## src/rtl/qr_gs_sequencer.sv

```systemverilog
// Sequencer for the QR (modified Gram-Schmidt) datapath: loads an N x N matrix, then issues NORM/SCALE/DOT/AXPY ops.
// Latency: ld_* one cycle after a_valid; next op_valid one cycle after rsp_valid; done one cycle after the last response.
// Backpressure: op fields are held while op_valid && !op_ready; one op outstanding; a watchdog aborts a stalled WAIT with err.
//
// Ports:
//   clk, reset                  rising-edge clock, async active-high reset
//   start                       begins a run (sampled in IDLE only)
//   a_valid, a_in               column-major matrix element stream
//   ld_we, ld_addr, ld_data     registered write port into the datapath matrix store
//   op_valid/op_ready, op_code, op_i, op_j   command port to the arithmetic unit
//   rsp_valid                   completion of the accepted command
//   busy, done, err             status: not IDLE, run complete pulse, watchdog abort pulse
module qr_gs_sequencer #(
  parameter int N       = 3,
  parameter int DW      = 16,
  parameter int TIMEOUT = 1024
) (
  input  logic          clk,
  input  logic          reset,
  input  logic          start,
  input  logic          a_valid,
  input  logic [DW-1:0] a_in,
  output logic          ld_we,
  output logic [3:0]    ld_addr,
  output logic [DW-1:0] ld_data,
  output logic          op_valid,
  input  logic          op_ready,
  output logic [1:0]    op_code,
  output logic [1:0]    op_i,
  output logic [1:0]    op_j,
  input  logic          rsp_valid,
  output logic          busy,
  output logic          done,
  output logic          err
);

  typedef enum logic [2:0] {
    S_IDLE,
    S_LOAD,
    S_ISSUE,
    S_WAIT,
    S_FIN
  } state_t;

  // Phase encoding doubles as the op_code driven on the command port.
  localparam logic [1:0] PH_NORM  = 2'd0;
  localparam logic [1:0] PH_SCALE = 2'd1;
  localparam logic [1:0] PH_DOT   = 2'd2;
  localparam logic [1:0] PH_AXPY  = 2'd3;

  localparam logic [3:0] LAST_EL = 4'(N * N - 1);
  localparam logic [1:0] LAST_J  = 2'(N - 1);

  localparam int         WW      = (TIMEOUT > 2) ? $clog2(TIMEOUT) : 1;
  localparam logic [WW-1:0] WD_LAST = WW'((TIMEOUT > 0) ? TIMEOUT - 1 : 0);

  state_t          state, state_nxt;
  logic [3:0]      el_cnt;
  logic [1:0]      col_j;
  logic [1:0]      row_i;
  logic [1:0]      phase;
  logic [WW-1:0]   wdog;
  logic            last_op;
  logic            handshake;

  assign last_op   = (phase == PH_SCALE) && (col_j == LAST_J);
  assign handshake = (state == S_ISSUE) && op_ready;

  always_comb begin
    state_nxt = state;
    op_valid  = 1'b0;
    busy      = (state != S_IDLE);
    done      = 1'b0;
    err       = 1'b0;
    op_code   = 2'd0;
    op_i      = 2'd0;
    op_j      = 2'd0;
    case (state)
      S_IDLE: begin
        if (start) state_nxt = S_LOAD;
      end
      S_LOAD: begin
        if (a_valid && (el_cnt == LAST_EL)) state_nxt = S_ISSUE;
      end
      S_ISSUE: begin
        op_valid = 1'b1;
        op_code  = phase;
        op_j     = col_j;
        // Only DOT/AXPY carry a source column.
        op_i     = phase[1] ? row_i : 2'd0;
        if (op_ready) state_nxt = S_WAIT;
      end
      S_WAIT: begin
        // A response in the expiry cycle takes priority over the watchdog.
        if (rsp_valid) begin
          state_nxt = last_op ? S_FIN : S_ISSUE;
        end else if ((TIMEOUT != 0) && (wdog == WD_LAST)) begin
          err       = 1'b1;
          state_nxt = S_IDLE;
        end
      end
      S_FIN: begin
        done      = 1'b1;
        state_nxt = S_IDLE;
      end
      default: state_nxt = S_IDLE;
    endcase
  end

  always_ff @(posedge clk or posedge reset) begin
    if (reset) begin
      state <= S_IDLE;
    end else begin
      state <= state_nxt;
    end
  end

  // Load path: registered copy of the element stream with its store address.
  always_ff @(posedge clk or posedge reset) begin
    if (reset) begin
      ld_we   <= 1'b0;
      ld_addr <= 4'd0;
      ld_data <= '0;
      el_cnt  <= 4'd0;
    end else begin
      ld_we <= 1'b0;
      if ((state == S_IDLE) && start) begin
        el_cnt <= 4'd0;
      end else if ((state == S_LOAD) && a_valid) begin
        ld_we   <= 1'b1;
        ld_addr <= el_cnt;
        ld_data <= a_in;
        el_cnt  <= el_cnt + 4'd1;
      end
    end
  end

  // Op pointer (j, i, phase) walks: per column j, {DOT,AXPY} for each i<j, then NORM, SCALE.
  always_ff @(posedge clk or posedge reset) begin
    if (reset) begin
      col_j <= 2'd0;
      row_i <= 2'd0;
      phase <= PH_NORM;
    end else if ((state == S_IDLE) && start) begin
      col_j <= 2'd0;
      row_i <= 2'd0;
      phase <= PH_NORM;
    end else if ((state == S_WAIT) && rsp_valid) begin
      case (phase)
        PH_DOT:  phase <= PH_AXPY;
        PH_AXPY: begin
          if ((row_i + 2'd1) < col_j) begin
            row_i <= row_i + 2'd1;
            phase <= PH_DOT;
          end else begin
            phase <= PH_NORM;
          end
        end
        PH_NORM: phase <= PH_SCALE;
        default: begin
          // SCALE closes a column; column j>0 always opens with DOT(0,j).
          if (!last_op) begin
            col_j <= col_j + 2'd1;
            row_i <= 2'd0;
            phase <= PH_DOT;
          end
        end
      endcase
    end
  end

  // Watchdog: zeroed when a command is accepted, counts silent WAIT cycles.
  always_ff @(posedge clk or posedge reset) begin
    if (reset) begin
      wdog <= '0;
    end else if (handshake) begin
      wdog <= '0;
    end else if ((state == S_WAIT) && !rsp_valid) begin
      wdog <= wdog + 1'b1;
    end
  end

endmodule
```

## config.mk

```make
export PLATFORM = sky130hd
export DESIGN_NAME = qr_gs_sequencer
export DESIGN_NICKNAME = d
export VERILOG_FILES = /design/src/rtl/qr_gs_sequencer.sv
export SDC_FILE = /design/constraint.sdc
export NUM_CORES = 1
export LEC_CHECK = 0
export CORE_MARGIN = 3
export CORE_UTILIZATION = 51
export CTS_BUF_LIST = sky130_fd_sc_hd__clkbuf_8
export DETAILED_ROUTE_END_ITERATION = 12
export PLACE_DENSITY = 0.89
export REMOVE_ABC_BUFFERS = 1
export SYNTH_ARGS = -nofsm -noshare
export SYNTH_HDL_FRONTEND = slang
export SYNTH_SLANG_ARGS = --single-unit
export TNS_END_PERCENT = 30
```

## constraint.sdc

```tcl
create_clock -name clk -period 2.3 [get_ports clk]
set_input_delay 0.69 -clock clk [delete_from_list [all_inputs] [get_ports clk]]
set_output_delay 0.69 -clock clk [all_outputs]
set_load 0.01 [all_outputs]
```

==> flow_summary.yaml <==
power:
  power.leakage_nw: 1.48
  vdd_drop_max_v: 0.000650
  power_density_nw_per_um2: 1050
detailed_routing:
  post_drt_wl_per_cell_um: 13.8
  route.met3.wl_um: 311
  met1_length_mm: 2.06
  wl_met2_mm: 2.50
  dr.pass1.iters: 4
  drc: 0
  routed_wl_mm: 4.94
  ant_nets: 0
  avgViaCountPerCell: 5.32
  drt-initial-drc-count: 92
  dr_total_vias: 1900
  top_layer: "met4"
synth:
  synthArstFlopShare_pct: 100
  netlist_instances: 238
  ys_ff_latch: 44
  synth-xor-area-share_pct: 3.93
  synth_flop_cell: "dfrtp_1"
  synth_compound_area_share_pct: 7.52
  synth_area_per_cell_sq_um: 9.37
  synth_top_area_share_pct: 49.4
  ys_top_cells_by_count: "66 x nand2_1, 44 x dfrtp_1, 15 x nor2_1"
  synthDistinctLibCells: 44
  netlist_area_sq_um: 2230
  synth_top_family_by_area: "simple AND/OR/NAND/NOR gates"
  yosys.area_share.adder_pct: 5.05
  seq_area_frac_synth_pct: 49.4
  yosys.area_share.simple_pct: 29.2
  synth_warnings: 0
  synth_top_area_cell: "dfrtp_1"
  muxShareOfSynthArea_pct: 0.505
  yosysMostFrequentCell: "nand2_1"
  yosys-top-cells-area: "dfrtp_1 49%, nand2_1 11%, ha_1 5.0%, nor2_1 2.5%, o21ai_0 2.5%"
  synth-edff-count: 0
cts:
  clkLatencyLatePin_ps: 290
  cts_made_buffers: 5
  cts_max_level: 2
  clk_path_buf_depth: 2
  clk_pin_slew_ps: 80
  cts_sinks: 44
  tritoncts: "built"
  root_buffer: "clkbuf_8"
die:
  start_util_pct: 54.2
  rows: 23
  design.core.area_sq_um: 4120
  fp.dieH_um: 72.1
  dieArea_sq_um: 5200
  fp.dieW_um: 72.1
  io_pins: 53
global_routing:
  grt_max_degree: 45
  antenna_found_initial: 0
  grt.total_usage_pct: 20.9
  grt_first_pass_wirelength_mm: 8.60
  grt-ovfl-total: 0
  grt_pass1_vias: 2014
setup_path:
  cp-end-kind: "output port"
  worstPathRequired_ps: 1610
  crit_type: "reg -> out"
  cpMostUsedCell: "buf_4"
  worstPathCellList: "buf_4 > buf_4 > or3_1 > buf_2"
  arrival_ps: 1520
  crit_fanout: 8
  cpPeakStageDelay_ps: 400
  crit_slowest_cell: "dfrtp_1"
  crit_path_start_kind: "register"
final_layout:
  drive_above_1_share_pct: 14.3
  diodes: 0
  final_cell_count_no_fill: 357
  area_growth_pct: 36.6
  nets: 337
  final_design_area_no_fill_sq_um: 3050
sta:
  max_freq_ghz: 0.452
  period_share_pct: 96.1
  setup_viol: 0
  timing.final.crit_period_ps: 2210
  tightest_slew_ps: 369
  setup_slack_ps: 90.0
  fin_skew_ps: 7.91
  finalHoldViolations: 0
  relSlewSlack_pct: 75.4
  rsz0062_at_grt: "false"
  slew_violations: 0
placed_design:
  dp.cells: 345
  dp_slack_ps: -516
  place_congestion: 0.788
  io_buffers: 52
  dp_hpwl_mm: 3.56
  placed_area_sq_um: 2880
flow_run:
  drv_cap: 0
outcome:
  outcome: "complete, no violations"
min_path:
  hold_path_class: "reg -> reg"
worst max-delay path: cells and delay by family (launching register included):
family	cells	cell delay (ps)
buf+inv	3	460
flops	1	400
simple gates	1	370
kinds of logic after synthesis:
group	count (synthesis)
XOR/XNOR	10
buffers and inverters	22
flip-flops	44
adder cells (fa/ha/maj)	9
AND/OR/NAND/NOR	125
AO/OA/AOI/OAI	27
multiplexers	1
stage by stage:
stage	hold slack, ps	setup TNS [ps]	power [W]	util (%)
final	478	0	0.00320	74.0
after global routing	504	0	0.00344	74.0
after CTS	485	-9.83	0.00323	73.8
after detailed placement	463	-516	0.00256	70.1
after global placement	457	-461	0.00251	70.1
after floorplan	472	-7.90	0.00187	-
cell usage in the layout (no fill, tap or decap), drive strengths merged, types with 3 or more instances in the layout:
cell           Yosys  routed
nor3               5       5
nor4               3       3
nor2b              3       3
a21oi              5       5
and2               6       6
dlygate4sd2        0       7
xor2               4       4
xnor2              6       6
nand4              4       4
dfrtp             44      44
clkinv             0       3
nor3b              3       3
clkbuf             5       5
clkdlybuf4s50      0      41
buf                5      21
nor2              17      17
o21ai             11      11
inv               12      11
ha                 9       9
nand2             66      66
routing by layer:
metal / vias to the layer above / track usage (%)
li1: 925 / -
met1: 916 / 24.1
met2: 52 / 36.9
met3: 7 / 5.82
met4: 0 / 7.72
met5: - / 0
power breakdown:
part | internal [W] | switching [W] | leakage [nW] | total [W]
Sequential | 0.00102 | 0.000179 | 0.573 | 0.00120
Combinational | 0.000707 | 0.000699 | 0.850 | 0.00141
Clock | 0.000327 | 0.000270 | 0.0583 | 0.000597
area by class of cell:
class / count / area [sq um]
clock inverters: 3 / 47.5
clock buffers: 5 / 68.8
multi-input cells: 172 / 1060
repair buffers: 71 / 662
fillers: 287 / 1070
flip-flops and latches: 44 / 1100
inverters: 12 / 45.0
well taps: 50 / 62.6
sequential cells by signal, indices dropped and copies added, names as in the netlist:
| name | cells |
|---|---|
| ld_we | 1 |
| state | 3 |
| ld_data | 16 |
| phase | 2 |
| row_i | 2 |
| el_cnt | 4 |
| col_j | 2 |
| ld_addr | 4 |
| wdog | 10 |
final timing paths:
check / startpoint / to / cells after the start / slack, ps
hold / removal: ld_data[9]$_DFFE_PP0P_ / ld_data[9]$_DFFE_PP0P_ / 2 / 480
max in group asynchronous: reset / state[1]$_DFFE_PP0P_ / 3 / 1350
hold reg to reg: ld_data[9]$_DFFE_PP0P_ / ld_data[9]$_DFFE_PP0P_ / 2 / 480
min in group asynchronous: reset / ld_data[0]$_DFFE_PP0P_ / 3 / 730
setup reg to reg: row_i[0]$_DFFE_PP0P_ / row_i[1]$_DFFE_PP0P_ / 6 / 330
setup / recovery: state[2]$_DFFE_PP0P_ / busy / 4 / 90
what timing repair did:
item,CTS,global route
pin swaps,1,2
endpoints found under the setup margin,9,2
gates resized for setup,19,3
hold buffers,0,0
setup buffers,4,0
Note: power is estimated with default switching activity, not from simulation.
